### config.mk
export PLATFORM = sky130hd
export DESIGN_NAME = vga_sprite_controller
export DESIGN_NICKNAME = d
export VERILOG_FILES = /design/src/rtl/vga_pkg.sv /design/src/rtl/vga_timing_gen.sv /design/src/rtl/vga_sprite_controller.sv
export SDC_FILE = /design/constraint.sdc
export NUM_CORES = 1
export LEC_CHECK = 0
export BUFFER_PORTS_ARGS = -buffer_cell sky130_fd_sc_hd__buf_2
export CORE_MARGIN = 8
export CORE_UTILIZATION = 51
export CTS_CLUSTER_DIAMETER = 60
export DETAILED_ROUTE_END_ITERATION = 8
export PLACE_DENSITY = 0.73
export SETUP_SLACK_MARGIN = 0.15
export SYNTH_ARGS = -nofsm -noshare
export SYNTH_HDL_FRONTEND = slang
export SYNTH_SLANG_ARGS = --single-unit
### constraint.sdc
create_clock -name clk -period 3.16 [get_ports clk]
set_clock_uncertainty 0.15 [all_clocks]
set_input_delay 0.316 -clock clk [delete_from_list [all_inputs] [get_ports clk]]
set_output_delay 0.316 -clock clk [all_outputs]
set_load 0.005 [all_outputs]
### src/rtl/vga_pkg.sv
// Shared constants for the VGA sprite controller: colour width, default 640x480@60 timing,
// named colours and the colour-bar helper used by the optional test pattern.
package vga_pkg;

  localparam int COLOR_W = 12;

  localparam int H_ACTIVE_DEF = 640;
  localparam int H_FP_DEF     = 16;
  localparam int H_SYNC_DEF   = 96;
  localparam int H_BP_DEF     = 48;
  localparam int V_ACTIVE_DEF = 480;
  localparam int V_FP_DEF     = 10;
  localparam int V_SYNC_DEF   = 2;
  localparam int V_BP_DEF     = 33;

  localparam logic [COLOR_W-1:0] BLACK = 12'h000;
  localparam logic [COLOR_W-1:0] WHITE = 12'hFFF;
  localparam logic [COLOR_W-1:0] RED   = 12'hF00;
  localparam logic [COLOR_W-1:0] GREEN = 12'h0F0;
  localparam logic [COLOR_W-1:0] BLUE  = 12'h00F;

  // Bar k lights R,G,B from bits 2,1,0 of (7-k): bar 0 white, bar 7 black.
  function automatic logic [COLOR_W-1:0] bar_color(input logic [2:0] k);
    logic [2:0] m;
    m = 3'd7 - k;
    return {{4{m[2]}}, {4{m[1]}}, {4{m[0]}}};
  endfunction

endpackage

### src/rtl/vga_timing_gen.sv
// Pixel-tick divider, raster h/v counters, sync/active decode and end-of-frame strobe.
module vga_timing_gen
  import vga_pkg::*;
#(
  parameter int H_ACTIVE = H_ACTIVE_DEF,
  parameter int H_FP     = H_FP_DEF,
  parameter int H_SYNC   = H_SYNC_DEF,
  parameter int H_BP     = H_BP_DEF,
  parameter int V_ACTIVE = V_ACTIVE_DEF,
  parameter int V_FP     = V_FP_DEF,
  parameter int V_SYNC   = V_SYNC_DEF,
  parameter int V_BP     = V_BP_DEF,
  parameter int CLK_DIV  = 4
) (
  input  logic       clk,
  input  logic       reset,
  output logic       pix_tick,
  output logic [9:0] h,
  output logic [9:0] v,
  output logic       hsync_act,
  output logic       vsync_act,
  output logic       active,
  output logic       frame_end
);

  localparam int H_TOTAL = H_ACTIVE + H_FP + H_SYNC + H_BP;
  localparam int V_TOTAL = V_ACTIVE + V_FP + V_SYNC + V_BP;
  localparam logic [9:0] H_LAST   = 10'(H_TOTAL - 1);
  localparam logic [9:0] V_LAST   = 10'(V_TOTAL - 1);
  localparam logic [9:0] H_VIS    = 10'(H_ACTIVE);
  localparam logic [9:0] V_VIS    = 10'(V_ACTIVE);
  localparam logic [9:0] HS_START = 10'(H_ACTIVE + H_FP);
  localparam logic [9:0] HS_END   = 10'(H_ACTIVE + H_FP + H_SYNC);
  localparam logic [9:0] VS_START = 10'(V_ACTIVE + V_FP);
  localparam logic [9:0] VS_END   = 10'(V_ACTIVE + V_FP + V_SYNC);
  localparam int DIV_W = (CLK_DIV > 1) ? $clog2(CLK_DIV) : 1;
  localparam logic [DIV_W-1:0] DIV_LAST = DIV_W'(CLK_DIV - 1);

  logic [DIV_W-1:0] div;

  assign pix_tick = (div == DIV_LAST);

  // Clock-enable divider: one pixel tick every CLK_DIV clocks.
  always_ff @(posedge clk) begin
    if (reset) begin
      div <= {DIV_W{1'b0}};
    end else if (pix_tick) begin
      div <= {DIV_W{1'b0}};
    end else begin
      div <= div + DIV_W'(1);
    end
  end

  // Raster position: h runs along the line, v advances when h wraps.
  always_ff @(posedge clk) begin
    if (reset) begin
      h <= 10'd0;
      v <= 10'd0;
    end else if (pix_tick) begin
      if (h == H_LAST) begin
        h <= 10'd0;
        v <= (v == V_LAST) ? 10'd0 : v + 10'd1;
      end else begin
        h <= h + 10'd1;
      end
    end
  end

  assign hsync_act = (h >= HS_START) && (h < HS_END);
  assign vsync_act = (v >= VS_START) && (v < VS_END);
  assign active    = (h < H_VIS) && (v < V_VIS);
  assign frame_end = pix_tick && (h == H_LAST) && (v == V_LAST);

endmodule

### src/rtl/vga_sprite_controller.sv
// VGA timing plus fixed-priority square-sprite compositor with registered, aligned outputs.
// Build macro VGA_TEST_PATTERN_EN replaces the background colour with eight vertical colour bars.
module vga_sprite_controller
  import vga_pkg::*;
#(
  parameter int   H_ACTIVE    = H_ACTIVE_DEF,
  parameter int   H_FP        = H_FP_DEF,
  parameter int   H_SYNC      = H_SYNC_DEF,
  parameter int   H_BP        = H_BP_DEF,
  parameter int   V_ACTIVE    = V_ACTIVE_DEF,
  parameter int   V_FP        = V_FP_DEF,
  parameter int   V_SYNC      = V_SYNC_DEF,
  parameter int   V_BP        = V_BP_DEF,
  parameter int   CLK_DIV     = 4,
  parameter int   NUM_SPRITES = 2,
  parameter int   SPRITE_SIZE = 20,
  parameter int   POS_W       = 10,
  parameter logic SYNC_POL    = 1'b0
) (
  input  logic                           clk,
  input  logic                           reset,
  input  logic [NUM_SPRITES*POS_W-1:0]   sprite_x,
  input  logic [NUM_SPRITES*POS_W-1:0]   sprite_y,
  input  logic [NUM_SPRITES*COLOR_W-1:0] sprite_color,
  input  logic [NUM_SPRITES-1:0]         sprite_en,
  input  logic [COLOR_W-1:0]             bg_color,
  output logic                           hsync,
  output logic                           vsync,
  output logic [COLOR_W-1:0]             rgb,
  output logic [9:0]                     h_counter,
  output logic [9:0]                     v_counter,
  output logic                           video_on,
  output logic                           frame_start
);

  // One bit of headroom over the widest coordinate so x+SPRITE_SIZE never wraps to 0.
  localparam int CMP_W = ((POS_W > 10) ? POS_W : 10) + 1;

  logic       pix_tick, hs_act, vs_act, active, frame_end;
  logic [9:0] h, v;

  vga_timing_gen #(
    .H_ACTIVE(H_ACTIVE), .H_FP(H_FP), .H_SYNC(H_SYNC), .H_BP(H_BP),
    .V_ACTIVE(V_ACTIVE), .V_FP(V_FP), .V_SYNC(V_SYNC), .V_BP(V_BP),
    .CLK_DIV(CLK_DIV)
  ) u_timing (
    .clk       (clk),
    .reset     (reset),
    .pix_tick  (pix_tick),
    .h         (h),
    .v         (v),
    .hsync_act (hs_act),
    .vsync_act (vs_act),
    .active    (active),
    .frame_end (frame_end)
  );

  logic [NUM_SPRITES*POS_W-1:0]   lat_x, lat_y;
  logic [NUM_SPRITES*COLOR_W-1:0] lat_color;
  logic [NUM_SPRITES-1:0]         lat_en;
  logic [NUM_SPRITES-1:0]         hit;
  logic [COLOR_W-1:0]             base_color, pix_color;

  function automatic logic in_span(input logic [CMP_W-1:0] p, input logic [CMP_W-1:0] lo);
    return (p >= lo) && (p < lo + CMP_W'(SPRITE_SIZE));
  endfunction

  // Shadow sprite state, refreshed only at the last pixel of a frame to avoid tearing.
  always_ff @(posedge clk) begin
    if (reset) begin
      lat_x     <= {(NUM_SPRITES*POS_W){1'b0}};
      lat_y     <= {(NUM_SPRITES*POS_W){1'b0}};
      lat_color <= {(NUM_SPRITES*COLOR_W){1'b0}};
      lat_en    <= {NUM_SPRITES{1'b0}};
    end else if (frame_end) begin
      lat_x     <= sprite_x;
      lat_y     <= sprite_y;
      lat_color <= sprite_color;
      lat_en    <= sprite_en;
    end
  end

  // Per-sprite hit test against the current raster position.
  always_comb begin
    hit = {NUM_SPRITES{1'b0}};
    for (int i = 0; i < NUM_SPRITES; i++) begin
      hit[i] = lat_en[i]
             && in_span(CMP_W'(h), CMP_W'(lat_x[i*POS_W +: POS_W]))
             && in_span(CMP_W'(v), CMP_W'(lat_y[i*POS_W +: POS_W]));
    end
  end

`ifdef VGA_TEST_PATTERN_EN
  localparam int BAR_W = (H_ACTIVE >= 8) ? (H_ACTIVE / 8) : 1;
  logic [9:0] bar_idx;
  assign bar_idx    = h / 10'(BAR_W);
  assign base_color = bar_color((bar_idx > 10'd7) ? 3'd7 : bar_idx[2:0]);
`else
  assign base_color = bg_color;
`endif

  // Colour pick: walk from highest index down so the lowest-index hit wins; blank outside.
  always_comb begin
    pix_color = base_color;
    for (int i = NUM_SPRITES - 1; i >= 0; i--) begin
      pix_color = hit[i] ? lat_color[i*COLOR_W +: COLOR_W] : pix_color;
    end
    pix_color = active ? pix_color : BLACK;
  end

  // Output stage: everything registered on the same tick so the outputs stay aligned.
  always_ff @(posedge clk) begin
    if (reset) begin
      rgb         <= BLACK;
      h_counter   <= 10'd0;
      v_counter   <= 10'd0;
      hsync       <= ~SYNC_POL;
      vsync       <= ~SYNC_POL;
      video_on    <= 1'b0;
      frame_start <= 1'b0;
    end else begin
      frame_start <= pix_tick && (h == 10'd0) && (v == 10'd0);
      if (pix_tick) begin
        rgb       <= pix_color;
        h_counter <= h;
        v_counter <= v;
        hsync     <= hs_act ? SYNC_POL : ~SYNC_POL;
        vsync     <= vs_act ? SYNC_POL : ~SYNC_POL;
        video_on  <= active;
      end
    end
  end

endmodule

======== Yosys cells after proc, flatten, opt, wreduce, memory -nomap -nowiden ========
Cells that the tools add are included.
storage, ports and cells
  register bits ........................... 124
  bits in latches ......................... 0
  bits in writable memories ............... 0
  memory bits (read-only) ................. 0
  input bits .............................. 80
  output and inout port bits .............. 36
  logic and storage cells ................. 64
  memories ................................ 0
operators by class
  add/subtract/negate cells ............... 7
  multiply operators ...................... 0
  divide/modulo/power cells ............... 0
  $lt $le $gt $ge ......................... 14
  eq/ne operators ......................... 3
  shift operators ......................... 0
  mux-type cells .......................... 7
  bitwise logic cells ..................... 0
  reduce and logical (&&, ||, !) cells .... 19
operators with widths
  operator                                                                        count
  10-bit by 5-bit adder with 11-bit output (second input constant)                4
  10-bit by 11-bit less-than comparator with 1-bit output                         4
  10-bit >= comparator                                                            4
  12-bit two-way mux                                                              3
  10-bit by 1-bit adder with 10-bit output (second input constant)                2
  10-bit == test (second input constant)                                          2
  10-bit logical NOT                                                              2
  10-bit less-than comparator (second input constant)                             2
  10-bit by 9-bit less-than comparator with 1-bit output (second input constant)  2
  10-bit two-way mux                                                              2
  1-bit logical AND                                                               15
  10-bit >= comparator (second input constant)                                    1
  10-bit by 9-bit >= comparator with 1-bit output (second input constant)         1
  2-bit by 1-bit adder with 2-bit output (second input constant)                  1
  2-bit == test (second input constant)                                           1
  1-bit two-way mux                                                               2
  2-bit AND reduction                                                             1
  2-bit OR reduction                                                              1

======== Logic depth before layout (Yosys ltp) ========
Gate-level depths: netlist of the first run.
  depth after elaboration ................. 8
  depth in mapped cells ................... 12
  depth with buffers taken out ............ 11

======== Cells and area by module ========
Synthesis of the first run repeated with hierarchy kept, for this count alone.
unflattened totals
  cell total of the unflattened synthesis .. 804
  area, all modules ....................... 7253.2 um^2
by module, submodules not included
  module                 times used  cells an instance  area an instance (um^2)  seq. area each (um^2)
  vga_sprite_controller  1           672                6068.3                   2042.0
  vga_timing_gen         1           132                1184.9                   440.4

======== Worst setup path before layout of the first run ========
No wires, ideal clock.
  path kind ............................... flip-flop to flip-flop
  from .................................... register lat_x[2]
  to ...................................... register rgb[10]
  library setup time ...................... 0.124 ns
  arrival time ............................ 2.405 ns
  required time ........................... 2.886 ns
  setup slack ............................. 0.481 ns
  stages on the path, launching flop included .. 13
  path buffers ............................ 1
  clock period less this slack ............ 2.679 ns
  path through ............................ dfxtp_1 > ha_1 > o21ai_0 > xnor2_1 > ha_1 > a211oi_1 > nor2_1 > nor4_1 > a21oi_1 > a311oi_4 > a31o_4 > buf_8 > o211ai_2
on the way
  longest elaborated chain between the ends .. 7
  elaborated cells on any way between the ends .. 8
  those cells by class .................... add/sub: 1; order compare: 2; mux: 2; reduce/logical: 3
ends and longest elaborated chain
  element                                                  RTL line                      text
  start: declaration                                       vga_sprite_controller.sv:58   logic [NUM_SPRITES*POS_W-1:0] lat_x, lat_y;
  start signal: assignment                                 vga_sprite_controller.sv:71   lat_x <= {(NUM_SPRITES*POS_W){1'b0}};
  start signal: assignment                                 vga_sprite_controller.sv:76   lat_x <= sprite_x;
  10-bit by 5-bit adder with 11-bit output                 vga_sprite_controller.sv:65   return (p >= lo) && (p < lo + CMP_W'(SPRITE_SIZE));
  10-bit by 11-bit less-than comparator with 1-bit output  vga_sprite_controller.sv:65
  1-bit logical AND *                                      vga_sprite_controller.sv:65
  1-bit logical AND *                                      vga_sprite_controller.sv:88   && in_span(CMP_W'(h), CMP_W'(lat_x[i*POS_W +: POS_W]))
  1-bit logical AND *                                      vga_sprite_controller.sv:89   && in_span(CMP_W'(v), CMP_W'(lat_y[i*POS_W +: POS_W]));
  12-bit two-way mux *                                     vga_sprite_controller.sv:106  pix_color = hit[i] ? lat_color[i*COLOR_W +: COLOR_W] : pix_color;
  12-bit two-way mux *                                     vga_sprite_controller.sv:108  pix_color = active ? pix_color : BLACK;
  end signal: assignment                                   vga_sprite_controller.sv:124  rgb <= pix_color;
  end: declaration                                         vga_sprite_controller.sv:29   output logic [COLOR_W-1:0] rgb,
Every way passes the cells marked *; elsewhere a longest branch is shown, timed or not.
A chain may end at the register's enable or synchronous reset.

======== Final worst setup path of the first run ========
  from .................................... register lat_x[2]
  to ...................................... register rgb[4]
Same word-level chain as after synthesis.

==> impl_metrics.env, run 1 <==
export IMPL_yosysUniqueCellTypes=54
export IMPL_fp_dieW_um=133
export IMPL_cts_sinks=124
export IMPL_utilization_pct=66.3
export IMPL_yosys_warnings=0
export IMPL_leakage_nw=3.79
export IMPL_arrival_ns=3.04
export IMPL_clock_path_buffers=2
export IMPL_powerDensity_nw_per_um2=431
export IMPL_detail_route_antenna_nets=0
export IMPL_area_growth_pct=28.7
export IMPL_numCtsBuffers=17
export IMPL_ys_async_sr_fraction_pct=0
export IMPL_yosys_area_top_type="dfxtp_1"
export IMPL_yosysMostFrequentCell="nand2_1"
export IMPL_rows=43
export IMPL_end_kind="flop"
export IMPL_io_pins=116
export IMPL_synth_edff_count=0
export IMPL_max_slew_margin_pct=38.0
export IMPL_vias=6481
export IMPL_core_area_um2=13700
export IMPL_crit_required_ns=3.31
export IMPL_drt_first_pass_iters=5
export IMPL_setup_viol=0
export IMPL_hp_class="primary input to flop"
export IMPL_die_area_um2=17800
export IMPL_synth_ff_type="dfxtp_1"
export IMPL_die_y_um=133
export IMPL_layout_drive_gt1_share_pct=19.3
export IMPL_cts_tree="built"
export IMPL_finalHoldViolCount=0
export IMPL_routed_wl_um=19100
export IMPL_final_max_slew_viol_count=0
export IMPL_gp_routability_congestion=0.864
export IMPL_routedWlPerCell_um=16.0
export IMPL_tightest_slew_ns=0.926
export IMPL_num_antenna_cells=0
export IMPL_htree_levels=4
export IMPL_viasPerCell=5.41
export IMPL_grt_pass1_wl_um=31600
export IMPL_cap_violations=0
export IMPL_nNetsFinal=1167
export IMPL_start_util_pct=51.5
export IMPL_clk_latency_ns=0.42
export IMPL_antenna_found_initial=1
export IMPL_place_hpwl_um=13300
export IMPL_syn_num_nets=1000
export IMPL_grt_max_degree=61
export IMPL_postSynthAreaPerCell_um2=8.39
export IMPL_peakVddDrop_mv=0.355
export IMPL_clock_fmax_ghz=0.346
export IMPL_fin_area_um2=9060
export IMPL_clkTransAtPathRegs_ns=0.05
export IMPL_synthCells=839
export IMPL_whs_ns=0.00382
export IMPL_worstSetupPathType="flop to flop"
export IMPL_yosysSeqAreaShare_pct=35.3
export IMPL_critPathLaunchType="flop"
export IMPL_drc=0
export IMPL_rsz0062_at_grt="no"
export IMPL_post_route_min_period_ns=2.89
export IMPL_ys_ff_latch=124
export IMPL_grt_use_total_pct=21.6
export IMPL_synth_top_area_share_pct=35.3
export IMPL_synthTopCellsByArea="dfxtp_1 35%, ha_1 14%, nand2_1 8.5%, a21oi_1 6.0%, mux2i_1 5.0%"
export IMPL_fill_cells=1190
export IMPL_outcome="completed"
export IMPL_path_max_fanout=6
export IMPL_fin_crit_sh_pct=91.5
export IMPL_yosys_top_cells_count="160 x nand2_1, 124 x dfxtp_1, 85 x a21oi_1"
export IMPL_grt_pass1_vias=6463
export IMPL_port_buffers=115
export IMPL_root_buffer="clkbuf_16"
export IMPL_fin_setup_tns_ns=0
export IMPL_overflow=0
export IMPL_dpl_instance_area_um2=7810
export IMPL_drt_initial_drc_count=392
export IMPL_p_total_mw=3.90
export IMPL_synth_area_um2=7040
routing by layer:
metal	part of all wire [%]	GRT usage, %	vias up
met2	50	37.5	150
li1	-	-	3260
met3	4.6	5.80	35
met1	43	25.1	3034
met4	1.8	7.17	2
met5	0.068	0	-
worst paths after layout:
path                         from               to  slack [ns]  depth (start not counted)
hold / removal       sprite_y[18]        lat_y[18]       0.004                          3
hold reg to reg   u_timing.div[0]  u_timing.div[0]        0.29                          1
setup reg to reg         lat_x[2]           rgb[4]        0.27                         12
setup / recovery         lat_x[2]           rgb[4]        0.27                         12
cells in the final DEF (no fill, tap or decap), types with 5 or more instances in the layout:
cell and count:
a211o_1 5, inv_1 46, o211ai_2 10, ha_1 78, mux2i_1 34, o21a_1 8, buf_4 20, nor3_1 16
and2_1 13, xor2_1 16, bufinv_16 5, nand3_1 5, buf_2 114, xnor2_1 23, dlygate4sd3_1 50, clkbuf_16 17
nand2_1 159, o211ai_1 9, nor2_1 54, a21oi_1 83, nand4_1 29, nand2b_1 9, dfxtp_1 122, o21ai_0 14
where the power goes:
part	switching, mW	leakage [nW]	total [mW]	internal [mW]
sequential	0.00843	1.00	1.59	1.58
clock	0.671	0.314	2.13	1.45
combinational	0.0836	2.47	0.190	0.107
metrics by stage:
step                      instances  setup WS [ns]
final                          1198          0.270
after global routing           1198          0.128
after CTS                      1194          0.165
after detailed placement       1113          0.256
after global placement         1113          0.334
after floorplan                 839          0.481
state kept, by name (all words and copies together), names as in the netlist, 2 cells and up:
name and count:
h_counter 10, u_timing.v 10, rgb 12, lat_x 20, u_timing.div 2, lat_y 20
lat_color 24, u_timing.h 10, lat_en 2, v_counter 10
area by class of cell:
type,instances,area (um2),area share (%)
clock buffer,24,482,5.32
clock inverter,7,160,1.77
timing repair buffer,187,1260,14.0
multi-input combinational,630,4270,47.1
sequential,124,2480,27.4
tap,180,225,2.49
inverter,46,173,1.91
worst max-delay path, cell delays in order, from the launching register on:
cell and delay [ns]:
dfxtp_1 0.39, ha_2 0.23, o21ai_1 0.08, xnor2_1 0.14, ha_1 0.28, a211oi_1 0.23, nor2_1 0.09, nor4_2 0.20
a21oi_2 0.13, a311oi_4 0.32, buf_4 0.19, a31o_4 0.23, o211ai_2 0.10
cell families after synthesis:
| family | synth area share (%) |
|---|---|
| simple gates | 20.0 |
| buf+inv | 5.19 |
| flops | 35.3 |
| fa+ha+maj | 14.4 |
| compound gates | 15.3 |
| mux | 4.98 |
| xor+xnor | 4.85 |
timing repair:
item / CTS / global route
resized for setup: 0 / 24
endpoints found under the hold margin: 50 / 0
hold buffers: 50 / 0
buffers inserted: 0 / 1
endpoints found under the setup margin: 0 / 12
No activity file was read; power rests on OpenSTA's default activity.
==> run 2: changes to the inputs <==
GPL_TIMING_DRIVEN = 0   (was unset)
==> impl_metrics.env, run 2 (synthesis gave the netlist of run 1 again) <==
export IMPL_outcome="completed"
export IMPL_fin_crit_sh_pct=91.1
export IMPL_place_hpwl_um=13700
export IMPL_clkTransAtPathRegs_ns=0.06
export IMPL_worstSetupPathType="flop to flop"
export IMPL_r2r_end="rgb[9]"
export IMPL_crit_required_ns=3.31
export IMPL_final_cell_mix="160 x nand2_1, 121 x buf_2, 119 x dfxtp_1"
export IMPL_r2r_start="lat_x[2]"
export IMPL_critPathLaunchType="flop"
export IMPL_powerDensity_nw_per_um2=411
export IMPL_leakage_nw=3.83
export IMPL_final_max_slew_viol_count=0
export IMPL_cts_sinks=124
export IMPL_whs_endpoint="lat_color[10]"
export IMPL_dpl_instance_area_um2=7840
export IMPL_layout_drive_gt1_share_pct=18.3
export IMPL_rsz0062_at_grt="no"
export IMPL_whs_ns=0.0148
export IMPL_crit_buf_inv=1
export IMPL_grt_pass1_wl_um=31000
export IMPL_path_delay_family="compound AO/OA/AOI/OAI gates"
export IMPL_routedWlPerCell_um=15.4
export IMPL_area_sequential_um2=2490
export IMPL_setup_viol=0
export IMPL_grt_pass1_vias=6411
export IMPL_tightest_slew_ns=0.664
export IMPL_cap_violations=0
export IMPL_area_growth_pct=29.7
export IMPL_htree_levels=4
export IMPL_peakVddDrop_mv=0.378
export IMPL_antenna_found_initial=0
export IMPL_setup_ws_ns=0.281
export IMPL_num_antenna_cells=0
export IMPL_clock_fmax_ghz=0.347
export IMPL_die_area_um2=17800
export IMPL_drt_initial_drc_count=315
export IMPL_die_y_um=133
export IMPL_routed_wl_um=18900
export IMPL_slowest_delay_ns=0.38
export IMPL_drc=0
export IMPL_rrSetupSlack_ns=0.28
export IMPL_hold_path_startpoint="sprite_color[10]"
export IMPL_grt_use_total_pct=21.5
export IMPL_place_ws_ns=0.00487
export IMPL_core_area_um2=13700
export IMPL_overflow=0
export IMPL_whs_path_depth=3
export IMPL_start_util_pct=51.5
export IMPL_worstPathCellList="ha_2 > o21ai_2 > xnor2_1 > ha_1 > a211oi_1 > nor2_1 > nor4_1 > a21oi_1 > a311oi_4 > a31o_4 > buf_8 > o211ai_2"
export IMPL_fin_setup_tns_ns=0
export IMPL_hp_class="primary input to flop"
export IMPL_reg_top3="lat_color (24), lat_x (20), lat_y (20)"
export IMPL_drt_first_pass_iters=5
export IMPL_path_max_fanout=10
export IMPL_fill_cells=1149
export IMPL_clock_path_buffers=2
export IMPL_fp_dieW_um=133
export IMPL_cts_tree="built"
export IMPL_max_slew_margin_pct=55.7
export IMPL_grt_max_degree=17
export IMPL_rows=43
export IMPL_largest_reg_flops=24
export IMPL_mostFrequentLayoutCell="nand2_1"
export IMPL_multi_input_area_um2=4230
export IMPL_numCtsBuffers=17
export IMPL_rr_worst_depth=12
export IMPL_clk_latency_ns=0.42
export IMPL_viasPerCell=5.23
export IMPL_port_buffers=115
export IMPL_detail_route_antenna_nets=0
export IMPL_finalHoldViolCount=0
export IMPL_utilization_pct=66.8
export IMPL_vias=6433
export IMPL_root_buffer="clkbuf_16"
export IMPL_top_register="lat_color"
export IMPL_arrival_ns=3.03
export IMPL_crit_path_top_delay_cell="dfxtp_2"
export IMPL_io_pins=116
export IMPL_end_kind="flop"
export IMPL_nNetsFinal=1198
export IMPL_gp_routability_congestion=0.841
export IMPL_post_route_min_period_ns=2.88
export IMPL_fin_area_um2=9130
==> run 2: worst max-delay path by stage <==
stage,start,end,slack (ns),cells after the start
2_1_floorplan,lat_x[2],rgb[10],0.48,12
3_3_place_gp,lat_y[2],rgb[5],0.1,11
3_5_place_dp,lat_y[2],rgb[9],0.005,11
4_1_cts,lat_x[2],rgb[9],0.15,12
5_1_grt,lat_x[2],rgb[3],0.15,12
6_report,lat_x[2],rgb[9],0.28,12
==> run 2: report_power, final <==
part           switching, mW  internal [mW]
sequential           0.00790           1.58
clock                  0.717           1.24
combinational         0.0887          0.120
total                  0.814           2.94
==> run 2: worst register-to-register path, delay by kind of cell (launching register included) <==
family | cells | cell delay [ns]
adder cells (fa/ha/maj) | 2 | 0.51
AND/OR/NAND/NOR | 2 | 0.25
flip-flops | 1 | 0.38
XOR/XNOR | 1 | 0.16
buffers and inverters | 1 | 0.15
AO/OA/AOI/OAI | 6 | 1.15
==> run 2: per-stage QoR <==
stage	std cells	power, mW
after floorplan	839	1.68
after global placement	1134	1.76
after detailed placement	1134	1.77
after CTS	1229	3.78
after global routing	1230	3.87
final	1230	3.75
==> run 2: per-layer routing <==
metal	vias to the layer above	part of all wire (%)	GRT usage, %
met3	23	3.3	4.97
met1	3004	45	24.9
met5	-	0	0
met4	0	1.5	6.43
met2	95	50	38.5
li1	3311	-	-
==> run 2: what timing repair did <==
action                                 in CTS  in global routing
hold buffers                               62                  0
gates resized for setup                     8                 14
endpoints found under the hold margin      62                  0
setup endpoints to repair                  11                 12
buffers inserted                            1                  1
pin swaps                                   2                  3
==> run 2: area by class of cell <==
type	count	share of cell area, %
buffer	40	2.19
clock buffer	23	5.35
clock inverter	9	1.21
inverter	46	1.89
multi-input combinational	629	46.4
sequential	124	27.3
tap	180	2.47
timing repair buffer	179	13.3
==> run 3: changes to the inputs <==
PLACE_DENSITY = 0.76   (was 0.73)
clock period = 2.4 ns   (was 3.16 ns; I/O delays follow)
==> impl_metrics.env, run 3 (synthesis gave the netlist of run 1 again) <==
export IMPL_crit_path_frequent_cell="a21oi_4"
export IMPL_core_area_um2=13700
export IMPL_worstPathCellList="buf_4 > a21oi_4 > nor3_2 > xnor2_1 > ha_1 > o21ai_1 > or3_4 > a21oi_4 > o31ai_4 > nand4_1 > buf_6 > mux2i_4 > o211ai_2"
export IMPL_die_area_um2=17800
export IMPL_critPathLaunchType="flop"
export IMPL_hold_path_startpoint="bg_color[11]"
export IMPL_rsz0062_at_grt="yes"
export IMPL_top_register="lat_color"
export IMPL_die_y_um=133
export IMPL_leakage_nw=4.03
export IMPL_clock_path_buffers=2
export IMPL_internal_power_mw=3.78
export IMPL_utilization_pct=71.7
export IMPL_grt_pass1_vias=6849
export IMPL_tightest_slew_ns=0.663
export IMPL_setup_ws_ns=-0.511
export IMPL_clk_latency_ns=0.43
export IMPL_power_share_clock_pct=51.2
export IMPL_hp_class="primary input to flop"
export IMPL_final_cell_mix="158 x nand2_1, 120 x buf_2, 99 x dfxtp_1"
export IMPL_port_buffers=115
export IMPL_r2r_start="lat_x[12]"
export IMPL_cap_violations=0
export IMPL_overflow=0
export IMPL_area_growth_pct=39.2
export IMPL_fin_crit_sh_pct=121
export IMPL_grt_use_total_pct=23.2
export IMPL_path_max_fanout=5
export IMPL_reg_top3="lat_color (24), lat_x (20), lat_y (20)"
export IMPL_grt_max_degree=17
export IMPL_start_util_pct=51.5
export IMPL_nNetsFinal=1230
export IMPL_failed_checks="setup timing"
export IMPL_routedWlPerCell_um=17.5
export IMPL_post_route_min_period_ns=2.91
export IMPL_crit_required_ns=2.54
export IMPL_swShare_pct=22.8
export IMPL_worstSetupPathType="flop to flop"
export IMPL_crit_path_top_delay_cell="dfxtp_4"
export IMPL_viasPerCell=5.48
export IMPL_cts_tree="built"
export IMPL_slowest_delay_ns=0.36
export IMPL_whs_ns=0.0390
export IMPL_setup_viol=12
export IMPL_drc=0
export IMPL_grt_pass1_wl_um=33300
export IMPL_mostFrequentLayoutCell="nand2_1"
export IMPL_end_kind="flop"
export IMPL_combPwrFrac_pct=6.5
export IMPL_antenna_found_initial=1
export IMPL_crit_buf_inv=2
export IMPL_place_hpwl_um=13900
export IMPL_layout_drive_gt1_share_pct=25.1
export IMPL_fp_dieW_um=133
export IMPL_cts_sinks=124
export IMPL_htree_levels=4
export IMPL_rrSetupSlack_ns=-0.51
export IMPL_drt_first_pass_iters=5
export IMPL_final_max_slew_viol_count=0
export IMPL_routed_wl_um=22100
export IMPL_p_sw_mw=1.12
export IMPL_fill_cells=1007
export IMPL_powerDensity_nw_per_um2=501
export IMPL_rows=43
export IMPL_max_slew_margin_pct=55.7
export IMPL_path_delay_family="compound AO/OA/AOI/OAI gates"
export IMPL_clkTransAtPathRegs_ns=0.06
export IMPL_cp_startpoint="lat_x[12]"
export IMPL_seqPwrFrac_pct=42.4
export IMPL_io_pins=116
export IMPL_drt_initial_drc_count=533
export IMPL_detail_route_antenna_nets=0
export IMPL_largest_reg_flops=24
export IMPL_finalHoldViolCount=0
export IMPL_vias=6923
export IMPL_clock_fmax_ghz=0.344
export IMPL_peakVddDrop_mv=0.582
export IMPL_gp_routability_congestion=0.849
export IMPL_arrival_ns=3.05
export IMPL_outcome="complete, but fails checks"
export IMPL_root_buffer="clkbuf_16"
export IMPL_numCtsBuffers=17
==> run 3: cell types whose count changed in the layout (fill, tap and decap cells not counted), sizes merged <==
cell	delta
buf	+17
clkinvlp	-1
clkinv	+4
diode	+2
clkbuf	-3
dlygate4sd3	+14
==> run 3: worst paths after layout <==
check                                        to  depth (start not counted)
worst max-delay path                     rgb[8]                         13
worst min-delay path                    rgb[11]                          3
worst max register to register           rgb[8]                         13
worst min register to register  u_timing.div[0]                          1
==> run 3: metal layers <==
layer	up-vias	share of wire, %	track usage [%]
met5	-	0	0
met4	0	4.3	12.8
met3	81	5.8	6.06
met2	234	50	39.8
met1	3217	40	25.6
li1	3391	-	-
==> run 3: worst reg2reg max path, cell delays in order, from the launching register on <==
cell	delay, ns
dfxtp_4	0.36
buf_4	0.15
a21oi_4	0.21
nor3_2	0.06
xnor2_1	0.13
ha_1	0.29
o21ai_1	0.08
or3_4	0.35
a21oi_4	0.14
o31ai_4	0.09
nand4_1	0.20
buf_6	0.22
mux2i_4	0.25
o211ai_2	0.10
==> run 3: per-stage QoR <==
step           TNS (ns)  instances  total power, mW  instance area [um2]  setup WS [ns]
2_1_floorplan     -1.73        839             2.22                 7080         -0.163
3_3_place_gp     -18.72       1134             2.32                 7880         -0.527
3_5_place_dp     -21.71       1134             2.32                 7880         -0.550
4_1_cts           -4.04       1252             4.88                 9400         -0.346
5_1_grt           -6.91       1262             5.04                 9790         -0.620
6_report          -5.74       1263             4.90                 9790         -0.511
==> run 3: power by group through the flow <==
stage	Clock (mW)	Sequential (mW)	Combinational, mW
after floorplan	0	2.13	0.0893
after global placement	0	2.13	0.193
after detailed placement	0	2.13	0.195
after CTS	2.50	2.08	0.292
after global routing	2.63	2.08	0.337
final	2.51	2.08	0.316
==> run 3: repair_timing <==
item                                    in CTS  in global routing
gates cloned                                 2                  1
gates resized for setup                     41                 83
endpoints found under the hold margin       76                  0
pin swaps                                    9                 17
endpoints found under the setup margin      87                 70
hold buffers                                76                  0
setup buffers                                9                  9
==> run 3: area by class of cell <==
type | instances | area, um2 | share of cell area [%]
buffer | 39 | 255 | 2.61
inverter | 46 | 173 | 1.76
multi-input combinational | 629 | 4500 | 45.9
timing repair buffer | 212 | 1530 | 15.7
sequential | 124 | 2540 | 25.9
clock inverter | 12 | 123 | 1.25
clock buffer | 19 | 443 | 4.52
antenna | 2 | 5.00 | 0.0511
tap | 180 | 225 | 2.30
